**config.mk**
```make
export PLATFORM = sky130hd
export DESIGN_NAME = control_sequencer
export DESIGN_NICKNAME = d
export VERILOG_FILES = /design/src/rtl/control_sequencer.sv
export SDC_FILE = /design/constraint.sdc
export NUM_CORES = 1
export LEC_CHECK = 0
export CAP_MARGIN = 40
export CORE_MARGIN = 2
export CORE_UTILIZATION = 28
export CTS_CLUSTER_SIZE = 8
export DETAILED_ROUTE_END_ITERATION = 10
export GPL_ROUTABILITY_DRIVEN = 0
export PLACE_DENSITY = 0.79
export RECOVER_POWER = 50
export SYNTH_ARGS = -nofsm -noshare
export SYNTH_HDL_FRONTEND = slang
export SYNTH_SLANG_ARGS = --single-unit
```
**constraint.sdc**
```tcl
create_clock -name Clock -period 2.2 [get_ports Clock]
set_input_delay 0.33 -clock Clock [delete_from_list [all_inputs] [get_ports Clock]]
set_output_delay 0.33 -clock Clock [all_outputs]
set_load 0.01 [all_outputs]
```
**src/rtl/control_sequencer.sv**
```systemverilog
// Hardwired Mini SRC control unit: T-state sequencer with Moore decode of step and IR opcode.
// Outputs follow the step register one cycle per step; clear forces RST and zeroes strobes asynchronously.
module control_sequencer #(
  parameter logic [4:0] ADD_OP  = 5'b00011,
  parameter logic [4:0] HALT_OP = 5'b11011
) (
  input  logic        Clock,
  input  logic        clear,
  input  logic [31:0] IR,
  output logic        PCout,
  output logic        Zlowout,
  output logic        Zhighout,
  output logic        MDRout,
  output logic        MARin,
  output logic        Zin,
  output logic        PCin,
  output logic        MDRin,
  output logic        IRin,
  output logic        Yin,
  output logic        Rin,
  output logic        Rout,
  output logic        BAout,
  output logic        Cout,
  output logic        InportOut,
  output logic        GRA,
  output logic        GRB,
  output logic        GRC,
  output logic        IncPC,
  output logic        Read,
  output logic        Write,
  output logic        OutportIn,
  output logic [4:0]  opcode,
  output logic        Run
);

  localparam logic [4:0] OP_LD  = 5'b00000;
  localparam logic [4:0] OP_LDI = 5'b00001;
  localparam logic [4:0] OP_ST  = 5'b00010;
  localparam logic [4:0] OP_JR  = 5'b10100;
  localparam logic [4:0] OP_IN  = 5'b10110;
  localparam logic [4:0] OP_OUT = 5'b10111;

  typedef enum logic [3:0] {
    S_RST, S_T0, S_T1, S_T2, S_T3, S_T4, S_T5, S_T6, S_T7, S_HALT
  } step_e;

  step_e step_q, step_d;

  logic [4:0] op;
  logic       is_ld, is_ldi, is_st, is_mem, is_alu;
  logic       ir_unused;

  assign op        = IR[31:27];
  assign ir_unused = ^IR[26:0];
  assign is_ld     = (op == OP_LD);
  assign is_ldi    = (op == OP_LDI);
  assign is_st     = (op == OP_ST);
  assign is_mem    = is_ld | is_ldi | is_st;
  assign is_alu    = (op >= 5'b00011) && (op <= 5'b00110);

  always_ff @(posedge Clock or posedge clear) begin
    if (clear) step_q <= S_RST;
    else       step_q <= step_d;
  end

  always_comb begin
    step_d    = step_q;
    PCout     = 1'b0;
    Zlowout   = 1'b0;
    Zhighout  = 1'b0;
    MDRout    = 1'b0;
    MARin     = 1'b0;
    Zin       = 1'b0;
    PCin      = 1'b0;
    MDRin     = 1'b0;
    IRin      = 1'b0;
    Yin       = 1'b0;
    Rin       = 1'b0;
    Rout      = 1'b0;
    BAout     = 1'b0;
    Cout      = 1'b0;
    InportOut = 1'b0;
    GRA       = 1'b0;
    GRB       = 1'b0;
    GRC       = 1'b0;
    IncPC     = 1'b0;
    Read      = 1'b0;
    Write     = 1'b0;
    OutportIn = 1'b0;
    opcode    = ADD_OP;
    Run       = 1'b1;

    unique case (step_q)
      S_RST: step_d = S_T0;
      S_T0: begin
        PCout = 1'b1; MARin = 1'b1; IncPC = 1'b1; Zin = 1'b1;
        step_d = S_T1;
      end
      S_T1: begin
        Zlowout = 1'b1; PCin = 1'b1; Read = 1'b1; MDRin = 1'b1;
        step_d = S_T2;
      end
      S_T2: begin
        MDRout = 1'b1; IRin = 1'b1;
        step_d = S_T3;
      end
      // IR has settled by T3; this is the only step that chooses the execute path.
      S_T3: begin
        step_d = S_T0;
        if (op == HALT_OP) begin
          step_d = S_HALT;
        end else if (is_mem) begin
          GRB = 1'b1; BAout = 1'b1; Yin = 1'b1;
          step_d = S_T4;
        end else if (is_alu) begin
          GRB = 1'b1; Rout = 1'b1; Yin = 1'b1;
          step_d = S_T4;
        end else if (op == OP_JR) begin
          GRA = 1'b1; Rout = 1'b1; PCin = 1'b1;
        end else if (op == OP_IN) begin
          InportOut = 1'b1; GRA = 1'b1; Rin = 1'b1;
        end else if (op == OP_OUT) begin
          GRA = 1'b1; Rout = 1'b1; OutportIn = 1'b1;
        end
      end
      S_T4: begin
        Zin = 1'b1;
        if (is_alu) begin
          GRC = 1'b1; Rout = 1'b1; opcode = op;
        end else begin
          Cout = 1'b1;
        end
        step_d = S_T5;
      end
      S_T5: begin
        Zlowout = 1'b1;
        if (is_ld || is_st) begin
          MARin = 1'b1;
          step_d = S_T6;
        end else begin
          GRA = 1'b1; Rin = 1'b1;
          step_d = S_T0;
        end
      end
      S_T6: begin
        MDRin = 1'b1;
        if (is_st) begin
          GRA = 1'b1; Rout = 1'b1;
        end else begin
          Read = 1'b1;
        end
        step_d = S_T7;
      end
      S_T7: begin
        if (is_st) begin
          Write = 1'b1;
        end else begin
          MDRout = 1'b1; GRA = 1'b1; Rin = 1'b1;
        end
        step_d = S_T0;
      end
      S_HALT: Run = 1'b0;
      default: step_d = S_RST;
    endcase
  end

endmodule

```
* Yosys cells after proc, flatten, opt, wreduce, memory -nomap -nowiden
Index checks and enable logic that the tools add are counted.
** Word-level totals
- Register bits after elaboration :: 4
- Input bits :: 34
- Output and inout bits :: 28
- Word-level logic and storage cells :: 89
** Cells by class
- Magnitude comparators :: 2
- Eq/ne operators :: 15
- Mux-type cells :: 61
- Bitwise logic cells :: 2
- Reductions and logical operators :: 8
** Operators by type and width (number)
- $mux 1 :: 47
- $pmux 4 s9 :: 1
- $eq 5x5->1 const B :: 4
- $eq 4x3->1 const B :: 4
- $mux 5 :: 2
- $mux 3 :: 3
- $eq 4x2->1 const B :: 2
- $eq 4x4->1 const B :: 2
- $pmux 1 s2 :: 4
- $reduce_or 2->1 :: 4
- $pmux 1 s3 :: 2
- $eq 5x1->1 const B :: 1
- $eq 5x2->1 const B :: 1
- $ge 5x2->1 const B :: 1
- $le 5x3->1 const B :: 1
- $logic_not 5->1 :: 1
- $eq 4x1->1 const B :: 1
- $logic_not 4->1 :: 1
- $mux 4 :: 1
- $pmux 1 s4 :: 1
- $or 1x1->1 :: 2
- $logic_and 1x1->1 :: 1
- $logic_or 1x1->1 :: 1

* Longest topological paths before layout
Gate-level depths: netlist of run 1.
- Depth after elaboration :: 8
- Mapped depth :: 5
- Depth with buffers taken out :: 4

* Least setup slack after synthesis of run 1
No wires, ideal clock.
- Path kind :: register to output
- From :: reg step_q[0]
- To :: out GRA
- Arrival time :: 1.461 ns
- Required time :: 1.870 ns
- Path slack :: 0.409 ns
- Stages on the path, launching flop included :: 5
- Buffers on the path :: 0
- Cells stage by stage :: dfrtp_1 or4b_1 nor2_1 nand3_1 o211ai_1
** On the way
- Word-level cells in the longest chain between the ends :: 2
- Elaborated cells on any way between the ends :: 5
** Ends and longest elaborated chain
- start: declaration :: RTL line 47 : step_e step_q, step_d;
- start signal: assignment :: RTL line 63 : else step_q <= step_d;
- $eq 4x4->1 / $eq 4x3->1 (equally long branches) :: RTL line 93 : unique case (step_q)
- $pmux 1 s4 * :: RTL line 93
- end: declaration :: RTL line 25 : output logic GRA,
Mark *: on every way between the ends. The rest lies on a longest branch, timed or not.

* Final worst setup path of run 1
- From :: in IR[27]
- To :: out opcode[1]
** On the way
- Word-level cells in the longest chain between the ends :: 4
- Elaborated cells on any way between the ends :: 5
** Ends and longest elaborated chain
- start: declaration :: RTL line 9 : input logic [31:0] IR,
- $ge 5x2->1 / $le 5x3->1 (equally long branches) :: RTL line 59 : assign is_alu = (op >= 5'b00011) && (op <= 5'b00110);
- $logic_and 1x1->1 * :: RTL line 59
- $mux 5 * :: RTL line 128 : if (is_alu) begin
- $mux 5 * :: RTL line 93
- end: declaration :: RTL line 32 : output logic [4:0] opcode,
Marks and branches as above.

==> flow_summary.yaml, run 1 <==
status:
  status: "completed"
grt:
  grt_overflow_total: 0
  track_usage_pct: 17.0
  antenna_found_initial: 0
  grt_pass1_wl_mm: 3.26
  grt_pass1_vias: 742
  grt_max_degree: 17
worst_setup_path:
  cp_max_fo: 6
  r2r_slack_ns: 0.70
  rr_startpoint: "step_q[0]"
  startpoint: "IR[27]"
  cp_slowest_cell: "dlygate4sd2_1"
  cp.required_ns: 1.87
  crit_arrival_ns: 1.84
  cp-endpoint: "opcode[1]"
  cp-start-kind: "primary input"
  path_cells: "dlygate4sd2_1 -> buf_4 -> and2_4 -> xnor2_2 -> nand4_1 -> buf_4 -> or2_1 -> clkdlybuf4s15_1"
  timing.critical_path.buf_inv: 4
  critPathKind: "primary input to primary output"
  endpoint_kind: "primary output"
  path_depth: 8
  cpMostUsedCell: "buf_4"
  reg2reg_depth: 3
  critPathTopFamily: "buffers and inverters"
  slowest_delay_ns: 0.27
  r2r-end: "step_q[3]"
logic_synthesis:
  ys_async_sr_fraction_pct: 100
  yosysSeqAreaShare_pct: 16.9
  synth_common_cells: "nor2_1 (15), nand2_1 (11), a21oi_1 (5), buf_4 (5), inv_1 (5)"
  yosys_warnings: 0
  yosys_most_used_dff: "dfrtp_1"
  synth_top_cell_by_area: "dfrtp_1"
  ys_top_cells_by_area: "dfrtp_1 (17%), nor2_1 (9.5%), nand2_1 (7.0%)"
  ys_seq_elements: 4
  synth_edf_count: 0
  syn_area_per_cell_um2: 6.52
  synth_top_area_share_pct: 16.9
  synthesis.area_um2: 593
  synth.distinct_cells: 35
  yosysMostFrequentCell: "nor2_1"
  syn-instance-count: 91
layout:
  reg_top3: "step_q: 4 flops"
  area_growth_syn_to_layout_pct: 82.9
  antenna_cells: 0
  final_nets: 173
  largest_reg_flops: 4
  layout-drive-gt1-share_pct: 30.7
  fin_util_pct: 54.7
  top_register: "step_q"
  final_area_um2: 1080
drt:
  drt_first_iter_violations: 34
  routed_via_density: 4.96
  wl_per_cell_um: 12.5
  drc: 0
  vias: 814
  dr.pass1.iters: 4
  ant_nets: 0
  routed_wirelength_mm: 2.04
timing:
  clock_skew_ns: 0.00453
  timing.setup.tns_ns: 0
  period_share_pct: 98.6
  drv_slew: 0
  setup_slack_ns: 0.0319
  finalHoldViolCount: 0
  max_freq_mhz: 461
  min_period_ns: 2.17
  setup_violations: 0
power_and_ir_drop:
  combPwrFrac_pct: 79.1
  p_leak_nw: 0.582
  cell_internal_pwr_mw: 0.550
  p_switching_mw: 0.455
  cellPowerDensity_nw_per_um2: 927
  clkPwrFrac_pct: 8.8
  peakVddDrop_mv: 0.489
  sw_frac_of_total_pct: 45.3
  seq_power_share_pct: 12.1
clock_network:
  htree_levels: 1
  cts_root_buf: "clkbuf_4"
  cts_sinks: 4
  cts.path.max_buffers: 2
  cts-buffers-inserted: 3
  insertion_delay_ns: 0.23
  clk_pin_slew_ns: 0.04
  cts_tree: "done"
floorplanning:
  die_y_um: 50.0
  core_area_um2: 1980
  start_util_pct: 29.9
  dieArea_um2: 2500
  io_pins: 62
  fp.dieW_um: 50.0
  rows: 16
placed_design:
  place_area_um2: 1010
  place_ws_ns: -0.528
  hpwl_mm: 1.45
  port_buffers: 31
flow_run:
  maxCapViolCount: 0
min_path:
  hold_path.class: "primary input to asynchronous set/reset pin"
repair_timing:
item,CTS,global route
setup buffers,3,0
gates resized for setup,32,22
endpoints found under the setup margin,18,13
endpoints found under the hold margin,0,0
pin swaps,2,3
hold buffers,0,0
power groups by stage:
stage | Combinational, mW | Clock [mW] | Sequential, mW
global route | 0.865 | 0.0972 | 0.127
global placement | 0.767 | 0 | 0.118
detailed placement | 0.776 | 0 | 0.119
floorplan | 0.410 | 0 | 0.127
finish | 0.795 | 0.0885 | 0.122
CTS | 0.772 | 0.0945 | 0.118
worst min-delay path by stage:
stage / startpoint / end / slack (ns) / depth (start not counted)
4_1_cts: clear / step_q[3] / 0.28 / 2
3_3_place_gp: clear / step_q[3] / 0.53 / 2
3_5_place_dp: clear / step_q[3] / 0.53 / 2
5_1_grt: clear / step_q[2] / 0.45 / 2
2_1_floorplan: clear / step_q[0] / 0.1 / 1
6_report: clear / step_q[3] / 0.42 / 2
cell type report:
| cell class | instances | area, µm² |
|---|---|---|
| clock buffers | 3 | 22.5 |
| fillers | 180 | 897 |
| inverters | 5 | 18.8 |
| multi-input cells | 74 | 469 |
| flip-flops and latches | 4 | 100 |
| well taps | 27 | 33.8 |
| repair buffers | 51 | 440 |
per-layer routing:
metal  wire [µm]  vias up  global-route usage [%]
li1            -      399                       -
met3         133        6                    3.64
met2         995       36                    28.1
met4          49        0                    8.33
met5           0        -                       0
met1         864      373                    20.7
logic make-up (layout without fill, tap and decap cells):
group	after synthesis	count (layout)	synth area share (%)
XOR/XNOR	3	3	4.43
buffers and inverters	15	59	12.9
other	1	3	0.632
AO/OA/AOI/OAI	20	20	22.8
AND/OR/NAND/NOR	48	48	42.4
flip-flops	4	4	16.9
cell usage in the layout (no fill, tap or decap), types with 4 or more instances in the layout:
cell type        instances
a21oi_1                  5
buf_4                   18
clkdlybuf4s50_1          8
dfrtp_1                  4
dlygate4sd2_1            8
dlymetal6s2s_1           5
inv_1                    5
nand2_1                 11
nor2_1                  12
per-stage QoR:
| step | instances | power [mW] | hold slack (ns) |
|---|---|---|---|
| global route | 164 | 1.09 | 0.447 |
| CTS | 164 | 0.984 | 0.281 |
| global placement | 158 | 0.885 | 0.528 |
| detailed placement | 158 | 0.894 | 0.534 |
| floorplan | 93 | 0.537 | 0.0961 |
| finish | 164 | 1.01 | 0.418 |
No activity file was read; power rests on OpenSTA's default activity.
==> inputs of run 2 (changes only) <==
- RECOVER_POWER: 50 -> not set
==> run 2 against run 1 <==
Power is 0.12% higher. Global-route usage did not move. Largest power group unchanged. Highest routed layer unchanged. Clock skew did not move. Largest cell class unchanged. Sequential power about the same.
==> flow_summary.yaml, run 2 (synthesis results as in run 1) <==
grt:
  grt_overflow_total: 0
  grt_busiest_layer: "met2"
  grt_pass1_vias: 742
  antenna_found_initial: 0
  grt_use_met1_pct: 20.7
  grt_pass1_wl_mm: 3.26
  met3_usage_pct: 3.64
  met2_usage_pct: 28.1
  track_usage_pct: 17.0
  grt_max_degree: 17
timing:
  timing.setup.tns_ns: 0
  setup_violations: 0
  finalHoldViolCount: 0
  drv_slew: 0
  min_period_ns: 2.17
  max_freq_mhz: 461
  period_share_pct: 98.5
  clock_skew_ns: 0.00453
floorplanning:
  core_area_um2: 1980
  rows: 16
  start_util_pct: 29.9
  die_y_um: 50.0
  fp.dieW_um: 50.0
  io_pins: 62
  dieArea_um2: 2500
placed_design:
  port_buffers: 31
  place_area_um2: 1010
  hpwl_mm: 1.45
power_and_ir_drop:
  p_leak_nw: 0.581
  peakVddDrop_mv: 0.490
  cellPowerDensity_nw_per_um2: 925
  total_power_mw: 1.01
worst_setup_path:
  cp-start-kind: "primary input"
  cp_max_fo: 6
  crit_arrival_ns: 1.84
  cp.required_ns: 1.87
  critPathKind: "primary input to primary output"
  endpoint_kind: "primary output"
drt:
  vias: 815
  drt_first_iter_violations: 34
  dr.pass1.iters: 4
  wl_per_cell_um: 12.5
  routed_via_density: 4.97
  drc: 0
  ant_nets: 0
  routed_wirelength_mm: 2.05
clock_network:
  cts.path.max_buffers: 2
  cts_sinks: 4
  cts_hold_buf: 0
  clk_pin_slew_ns: 0.04
  cts_tree: "done"
  insertion_delay_ns: 0.23
  cts-buffers-inserted: 3
  cts_root_buf: "clkbuf_4"
  htree_levels: 1
layout:
  multi_input_area_um2: 473
  seq_area_um2: 100
  reg_top3: "step_q: 4 flops"
  area_growth_syn_to_layout_pct: 83.5
  antenna_cells: 0
  final_nets: 173
  layout_common_cells: "buf_4 (18), nor2_1 (12), nand2_1 (11)"
  layout-drive-gt1-share_pct: 31.4
  fin_util_pct: 54.9
  layout_commonest_cell: "buf_4"
  top_register: "step_q"
  final_area_um2: 1090
  largest_reg_flops: 4
  fill_cells: 178
flow_run:
  maxCapViolCount: 0
min_path:
  hold_path.class: "primary input to asynchronous set/reset pin"
status:
  status: "completed"
==> run 2: per-layer routing <==
layer,wire length (µm),vias to the layer above
li1,-,400
met1,866,373
met2,996,36
met3,133,6
met4,49,0
met5,0,-
==> run 2: through the flow <==
step	hold slack (ns)	cells	setup slack, ns
CTS	0.281	164	0.00423
floorplan	0.0961	93	0.409
finish	0.281	164	0.0319
detailed placement	0.534	158	-0.528
global placement	0.528	158	-0.490
global route	0.312	164	-0.0155
==> run 2: timing repair <==
action                                  4_1_cts  5_1_grt
resized for setup                            32       22
endpoints found under the setup margin       18       13
setup buffers                                 3        0
pin swaps                                     2        3
==> run 2: worst max-delay path: stages <==
cell             delay [ns]
dlygate4sd2_1          0.27
buf_4                  0.16
and2_4                 0.15
xnor2_2                0.15
nand4_1                0.16
buf_4                  0.19
or2_1                  0.20
clkdlybuf4s15_1        0.23
==> run 2: final timing paths <==
check | start | to | slack (ns) | depth (start not counted)
min reg2reg | step_q[0] | step_q[0] | 0.64 | 2
min | clear | step_q[3] | 0.28 | 2
max | IR[27] | opcode[1] | 0.03 | 8
max reg2reg | step_q[0] | step_q[3] | 0.70 | 3
min in group Clock | IR[29] | step_q[3] | 0.62 | 3
max in group asynchronous | clear | step_q[0] | 1.76 | 2
==> run 2: layout make-up <==
type / instances / share of cell area [%]
clock buffers: 3 / 2.07
inverters: 5 / 1.72
multi-input cells: 74 / 43.4
flip-flops and latches: 4 / 9.20
well taps: 27 / 3.10
repair buffers: 51 / 40.5
==> run 2: where the power goes <==
part	internal (mW)	switching [mW]	leakage, nW
clock	0.0608	0.0277	0.0138
combinational	0.384	0.412	0.517
sequential	0.105	0.0162	0.0507
total	0.551	0.456	0.581
==> inputs of run 3 (changes only) <==
- GPL_TIMING_DRIVEN: not set -> 1
==> results of run 3 <==
The final DEF is identical to that of run 2; final timing and power are the same.
